File: config.mk
export PLATFORM = sky130hd
export DESIGN_NAME = if_stage
export DESIGN_NICKNAME = d
export VERILOG_FILES = /design/src/rtl/mips_defs_pkg.sv /design/src/rtl/if_id_reg.sv /design/src/rtl/if_stage.sv
export SDC_FILE = /design/constraint.sdc
export NUM_CORES = 1
export LEC_CHECK = 0
export CORE_UTILIZATION = 46
export DETAILED_ROUTE_END_ITERATION = 8
export GPL_TIMING_DRIVEN = 0
export PLACE_DENSITY = 0.94
export RECOVER_POWER = 100
export SKIP_CTS_REPAIR_TIMING = 1
export SLEW_MARGIN = 20
export SYNTH_ARGS = -nofsm -noshare
export SYNTH_HDL_FRONTEND = slang
export SYNTH_SLANG_ARGS = --single-unit
export TNS_END_PERCENT = 30
File: constraint.sdc
create_clock -name clk -period 4.1 [get_ports clk]
set_clock_uncertainty 0.15 [all_clocks]
set_input_delay 0.615 -clock clk [delete_from_list [all_inputs] [get_ports clk]]
set_output_delay 0.615 -clock clk [all_outputs]
set_load 0.05 [all_outputs]
File: src/rtl/mips_defs_pkg.sv
// ============================================================================
// Module      : mips_defs
// Description : Shared constants and types for the MIPS pipeline stages.
// Revision    : 1.0 - initial release
// ============================================================================
`default_nettype none

package mips_defs;

    localparam int          c_bus_width = 32;
    localparam logic [31:0] c_nop       = 32'h0000_0000;
    localparam logic [31:0] c_halt_word = 32'hFFFF_FFFF;
    localparam logic [31:0] c_reset_pc  = 32'h0000_0000;

    typedef enum logic [0:0] {
        ST_RUN    = 1'b0,
        ST_HALTED = 1'b1
    } fetch_state_t;

endpackage

`default_nettype wire

File: src/rtl/if_id_reg.sv
// ============================================================================
// Module      : if_id_reg
// Description : IF/ID pipeline register with hold, clear-to-NOP and valid bit.
// Revision    : 1.0 - initial release
// ============================================================================
`default_nettype none

module if_id_reg
    import mips_defs::*;
#(
    parameter int BUS_WIDTH = c_bus_width
) (
    input  logic                 clk,
    input  logic                 reset,
    input  logic                 hold,
    input  logic                 clear,
    input  logic [BUS_WIDTH-1:0] instr_in,
    input  logic [BUS_WIDTH-1:0] pc_plus4_in,
    output logic [BUS_WIDTH-1:0] instr,
    output logic [BUS_WIDTH-1:0] pc_plus4,
    output logic                 valid
);

    localparam logic [BUS_WIDTH-1:0] c_nop_word = BUS_WIDTH'(c_nop);

    logic [BUS_WIDTH-1:0] r_instr;
    logic [BUS_WIDTH-1:0] r_pc_plus4;
    logic                 r_valid;

    // hold outranks clear so a stalled bubble stays a bubble
    always_ff @(posedge clk) begin
        if (reset) begin
            r_instr    <= c_nop_word;
            r_pc_plus4 <= '0;
            r_valid    <= 1'b0;
        end else if (hold) begin
            r_instr    <= r_instr;
            r_pc_plus4 <= r_pc_plus4;
            r_valid    <= r_valid;
        end else if (clear) begin
            r_instr    <= c_nop_word;
            r_pc_plus4 <= '0;
            r_valid    <= 1'b0;
        end else begin
            r_instr    <= instr_in;
            r_pc_plus4 <= pc_plus4_in;
            r_valid    <= 1'b1;
        end
    end

    assign instr    = r_instr;
    assign pc_plus4 = r_pc_plus4;
    assign valid    = r_valid;

endmodule

`default_nettype wire

File: src/rtl/if_stage.sv
// ============================================================================
// Module      : if_stage
// Description : MIPS instruction-fetch stage: PC, halt FSM, fetch counter.
// Revision    : 1.0 - initial release
// ============================================================================
`default_nettype none

module if_stage
    import mips_defs::*;
#(
    parameter int                   BUS_WIDTH   = c_bus_width,
    parameter int                   IMEM_ADDR_W = 10,
    parameter logic [BUS_WIDTH-1:0] RESET_PC    = BUS_WIDTH'(c_reset_pc),
    parameter logic [BUS_WIDTH-1:0] HALT_WORD   = BUS_WIDTH'(c_halt_word)
) (
    input  logic                   clk,
    input  logic                   reset,
    input  logic                   enable,
    input  logic                   stall,
    input  logic                   flush,
    input  logic [BUS_WIDTH-1:0]   pc_next_in,
    output logic [BUS_WIDTH-1:0]   pc_plus4,
    output logic [BUS_WIDTH-1:0]   pc,
    output logic [IMEM_ADDR_W-1:0] imem_addr,
    input  logic [BUS_WIDTH-1:0]   imem_data,
    output logic [BUS_WIDTH-1:0]   if_id_instr,
    output logic [BUS_WIDTH-1:0]   if_id_pc_plus4,
    output logic                   if_id_valid,
    output logic                   halted,
    output logic [BUS_WIDTH-1:0]   fetch_count
);

    logic [BUS_WIDTH-1:0] r_pc;
    logic [BUS_WIDTH-1:0] r_fetch_count;
    fetch_state_t         r_state;

    logic [BUS_WIDTH-1:0] w_pc_plus4;
    logic [BUS_WIDTH-1:0] w_pc_load;
    logic                 w_hold;
    logic                 w_clear;

    assign w_pc_plus4 = r_pc + BUS_WIDTH'(4);
    // Misaligned targets are truncated to a word boundary
    assign w_pc_load  = pc_next_in & ~BUS_WIDTH'(3);
    assign w_hold     = !enable || (stall && !flush);
    assign w_clear    = flush || (r_state == ST_HALTED);

    always_ff @(posedge clk) begin
        if (reset) begin
            r_pc          <= RESET_PC;
            r_fetch_count <= '0;
            r_state       <= ST_RUN;
        end else if (enable) begin
            if (flush) begin
                r_pc    <= w_pc_load;
                r_state <= ST_RUN;
            end else if (!stall && r_state == ST_RUN) begin
                r_pc          <= w_pc_load;
                r_fetch_count <= r_fetch_count + BUS_WIDTH'(1);
                if (imem_data == HALT_WORD) begin
                    r_state <= ST_HALTED;
                end
            end
        end
    end

    if_id_reg #(
        .BUS_WIDTH (BUS_WIDTH)
    ) u_if_id_reg (
        .clk         (clk),
        .reset       (reset),
        .hold        (w_hold),
        .clear       (w_clear),
        .instr_in    (imem_data),
        .pc_plus4_in (w_pc_plus4),
        .instr       (if_id_instr),
        .pc_plus4    (if_id_pc_plus4),
        .valid       (if_id_valid)
    );

    assign pc_plus4    = w_pc_plus4;
    assign pc          = r_pc;
    assign imem_addr   = r_pc[IMEM_ADDR_W+1:2];
    assign halted      = (r_state == ST_HALTED);
    assign fetch_count = r_fetch_count;

endmodule

`default_nettype wire

==> flow_summary.json <==
{
  "outcome": "complete, but fails checks",
  "violations": "max-capacitance violations, max-slew violations",
  "ant_nets": 0,
  "synth_area_leaders": "dfxtp_1, nand2_1, a21oi_1",
  "met1_usage_pct": 34.2,
  "required_ns": 3.34,
  "ys_warn_count": 0,
  "power_density_mw_per_mm2": 365,
  "drive_gt1_share_pct": 5.87,
  "synth_cell_types": 42,
  "gp_congestion": 0.893,
  "setup_viol": 0,
  "crit_start": "pc[4]",
  "clk_pin_slew_ns": 0.05,
  "grt_first_pass_wirelength_microns": 29100,
  "finalMaxSlewViolations": 10,
  "ys.flop_type": "dfxtp_1",
  "fin_crit_ns": 3.98,
  "cpMostUsedCell": "clkbuf_1",
  "grt_use_met3_pct": 8.94,
  "initial_core_util_pct": 47.2,
  "cpMaxStageDelayCell": "or4_1",
  "hpwlAfterDp_microns": 13900,
  "drc": 0,
  "ir_drop_v": 0.000278,
  "syn_area_sq_mm": 0.00568,
  "cts-buffers-inserted": 17,
  "total_power_w": 0.00317,
  "min_delay_path_depth": 2,
  "slew_headroom_pct": -32.1,
  "cp_slowest_stage_delay_ns": 0.53,
  "dieHeight_microns": 113,
  "firstDrtPassIters": 5,
  "rrSetupSlack_ns": 0.85,
  "crit_arrival_ns": 3.22,
  "cts_tree": "yes",
  "wl_microns": 19000,
  "hold_violations": 0,
  "min_period_over_period_pct": 97.1,
  "timing.fmax_ghz": 0.251,
  "cts-root-buf": "clkbuf_16",
  "overflow": 0,
  "cp_max_fo": 10,
  "critPathCaptureType": "output pin",
  "top_usage_layer": "met2",
  "grt_start_max_net_pins": 17,
  "cts.htree.levels": 4,
  "nNetsFinal": 1012,
  "syn_area_per_cell_sq_um": 8.29,
  "ys_seq_area_share_pct": 44.4,
  "worstReg2RegStart": "halted",
  "initialDrtViolationCount": 473,
  "yosysTopAreaCellShare_pct": 44.4,
  "r2r_cells": 5,
  "ys_seq_elements": 126,
  "whs_endpoint": "u_if_id_reg.instr[30]",
  "grt_usage_pct": 29.1,
  "first_global_vias": 5836,
  "clock-sinks": 126,
  "min_from": "u_if_id_reg.instr[30]",
  "num_vias": 6319,
  "timing_worst_setup_path_type": "reg2out",
  "antenna_found_initial": 0,
  "insertion_delay_ns": 0.42,
  "synth_top_cell_by_area": "dfxtp_1",
  "area_growth_pct": 53.0,
  "clockBufferDepth": 2,
  "worst_slew_pin_slew_ns": 1.95,
  "io_pins": 241,
  "wl_per_cell_microns": 17.3,
  "syn_inst": 685,
  "die-area_sq_mm": 0.0128,
  "rows": 40,
  "path_cells": "nand4_1 -> or4_1 -> clkbuf_1 -> clkbuf_1 -> nor2_1 -> xor2_1 -> dlymetal6s2s_1",
  "reg2reg_to": "u_if_id_reg.pc_plus4[20]",
  "port-buffer-count": 232,
  "leakage_nw": 3.59,
  "via_per_inst": 5.73,
  "min_path_type": "reg2reg",
  "die_w_microns": 113,
  "crit_path_start_kind": "flop",
  "drv_cap": 1,
  "coreArea_sq_mm": 0.0120,
  "finalCoreUtilization_pct": 72.3,
  "synth_edf_count": 0,
  "async_flop_share_pct": 0,
  "grt_util_met2_pct": 48.9
}
-- synthesized netlist by cell type (2+ instances only) --
library cell / n
a21oi_1: 58
a221o_1: 5
a22o_1: 8
a22oi_1: 36
a32oi_1: 3
and4_1: 7
buf_1: 3
buf_4: 16
clkbuf_1: 45
dfxtp_1: 126
ha_1: 2
inv_1: 11
mux2_2: 2
nand2_1: 101
nand2b_1: 2
nand3_1: 22
nand4_1: 24
nor2_1: 60
nor2b_1: 2
nor3_1: 19
nor4_1: 9
o211ai_1: 8
o21a_1: 4
o21ai_0: 11
o311a_1: 5
o31ai_1: 14
or2_2: 4
or3_1: 8
or4_1: 25
or4b_1: 2
xnor2_1: 9
xor2_1: 24
-- critical path: cells and delay by family (launching register included) --
family | cells | cell delay, ns
simple gates | 3 | 1.18
flops | 1 | 0.47
xor+xnor | 1 | 0.17
buf+inv | 3 | 0.97
-- cell families (layout without fill, tap and decap cells) --
kind of cell | Yosys count | after routing | synth area share, %
other cells | 1 | 7 | 0.0661
buf+inv | 76 | 340 | 6.22
flops | 126 | 126 | 44.4
fa+ha+maj | 2 | 2 | 0.441
compound gates | 155 | 155 | 18.1
xor+xnor | 33 | 33 | 5.09
mux | 2 | 2 | 0.397
simple gates | 290 | 290 | 25.2
-- through the flow --
stage	std cells	setup TNS (ns)	worst slack, ns	hold WS [ns]	area [sq um]
after floorplan	690	0	0.390	0.521	5690
after global placement	1069	0	0.237	0.290	8200
after detailed placement	1069	0	0.197	0.301	8200
after CTS	1101	-1.15	-0.246	0.308	8740
after global routing	1101	-0.0473	-0.0241	0.329	8680
final	1102	0	0.120	0.304	8680
-- how the worst max path moves through the flow --
stage | endpoint | slack (ns) | cells after the start
finish | pc_plus4[17] | 0.12 | 7
global route | pc_plus4[31] | -0.02 | 7
CTS | pc_plus4[27] | -0.25 | 7
detailed placement | pc_plus4[27] | 0.20 | 7
global placement | pc_plus4[27] | 0.24 | 7
floorplan | pc_plus4[27] | 0.39 | 6
-- metal layers --
metal  share of wire (%)  wire length (microns)
met5                   0                      0
met4                 2.7                    521
met3                 9.2                   1750
met2                  48                   9230
met1                  40                   7530
-- flip-flops by register name (all words and copies together) (netlist names) --
| signal | flops |
|---|---|
| u_if_id_reg.instr | 32 |
| u_if_id_reg.valid | 1 |
| halted | 1 |
| u_if_id_reg.pc_plus4 | 30 |
| fetch_count | 32 |
| pc | 30 |
-- report_power, final --
group          internal [W]  leakage (nW)  total (W)  switching, W
combinational      0.000166          2.29   0.000500      0.000334
clock              0.000844         0.276    0.00138      0.000534
sequential          0.00126          1.02    0.00129     0.0000359
total               0.00227          3.59    0.00317      0.000903
-- cells in the final DEF (no fill, tap or decap), drive strengths merged, types with 4 or more instances in the layout --
cell type      synthesis  final
nand2                101    101
inv                   11     11
and4                   7      7
o21a                   4      4
nor3                  19     19
o311a                  5      5
dlygate4sd3            0    155
a22oi                 36     36
buf                   20     16
o211ai                 8      8
nor4                   9      9
xor2                  24     24
a221o                  5      5
xnor2                  9      9
nand4                 24     24
nor2                  60     60
clkinv                 0      7
or2                    5      5
o21ai                 11     11
dfxtp                126    126
conb                   1      6
clkdlybuf4s50          0     64
o31ai                 14     14
or4                   26     26
or3                    8      8
a22o                   8      8
clkbuf                45     84
a21oi                 58     58
nand3                 22     22
-- final cells by class --
cell class	count	area [sq um]
Inverter	11	41.3
Sequential cell	126	2520
Clock inverter	7	35.0
Timing Repair Buffer	232	2270
Tap cell	147	184
Fill cell	874	3330
Multi-Input combinational cell	488	2820
Clock buffer	25	505
Antenna cell	1	2.50
Buffer	65	304
No activity file was read; power rests on OpenSTA's default activity.
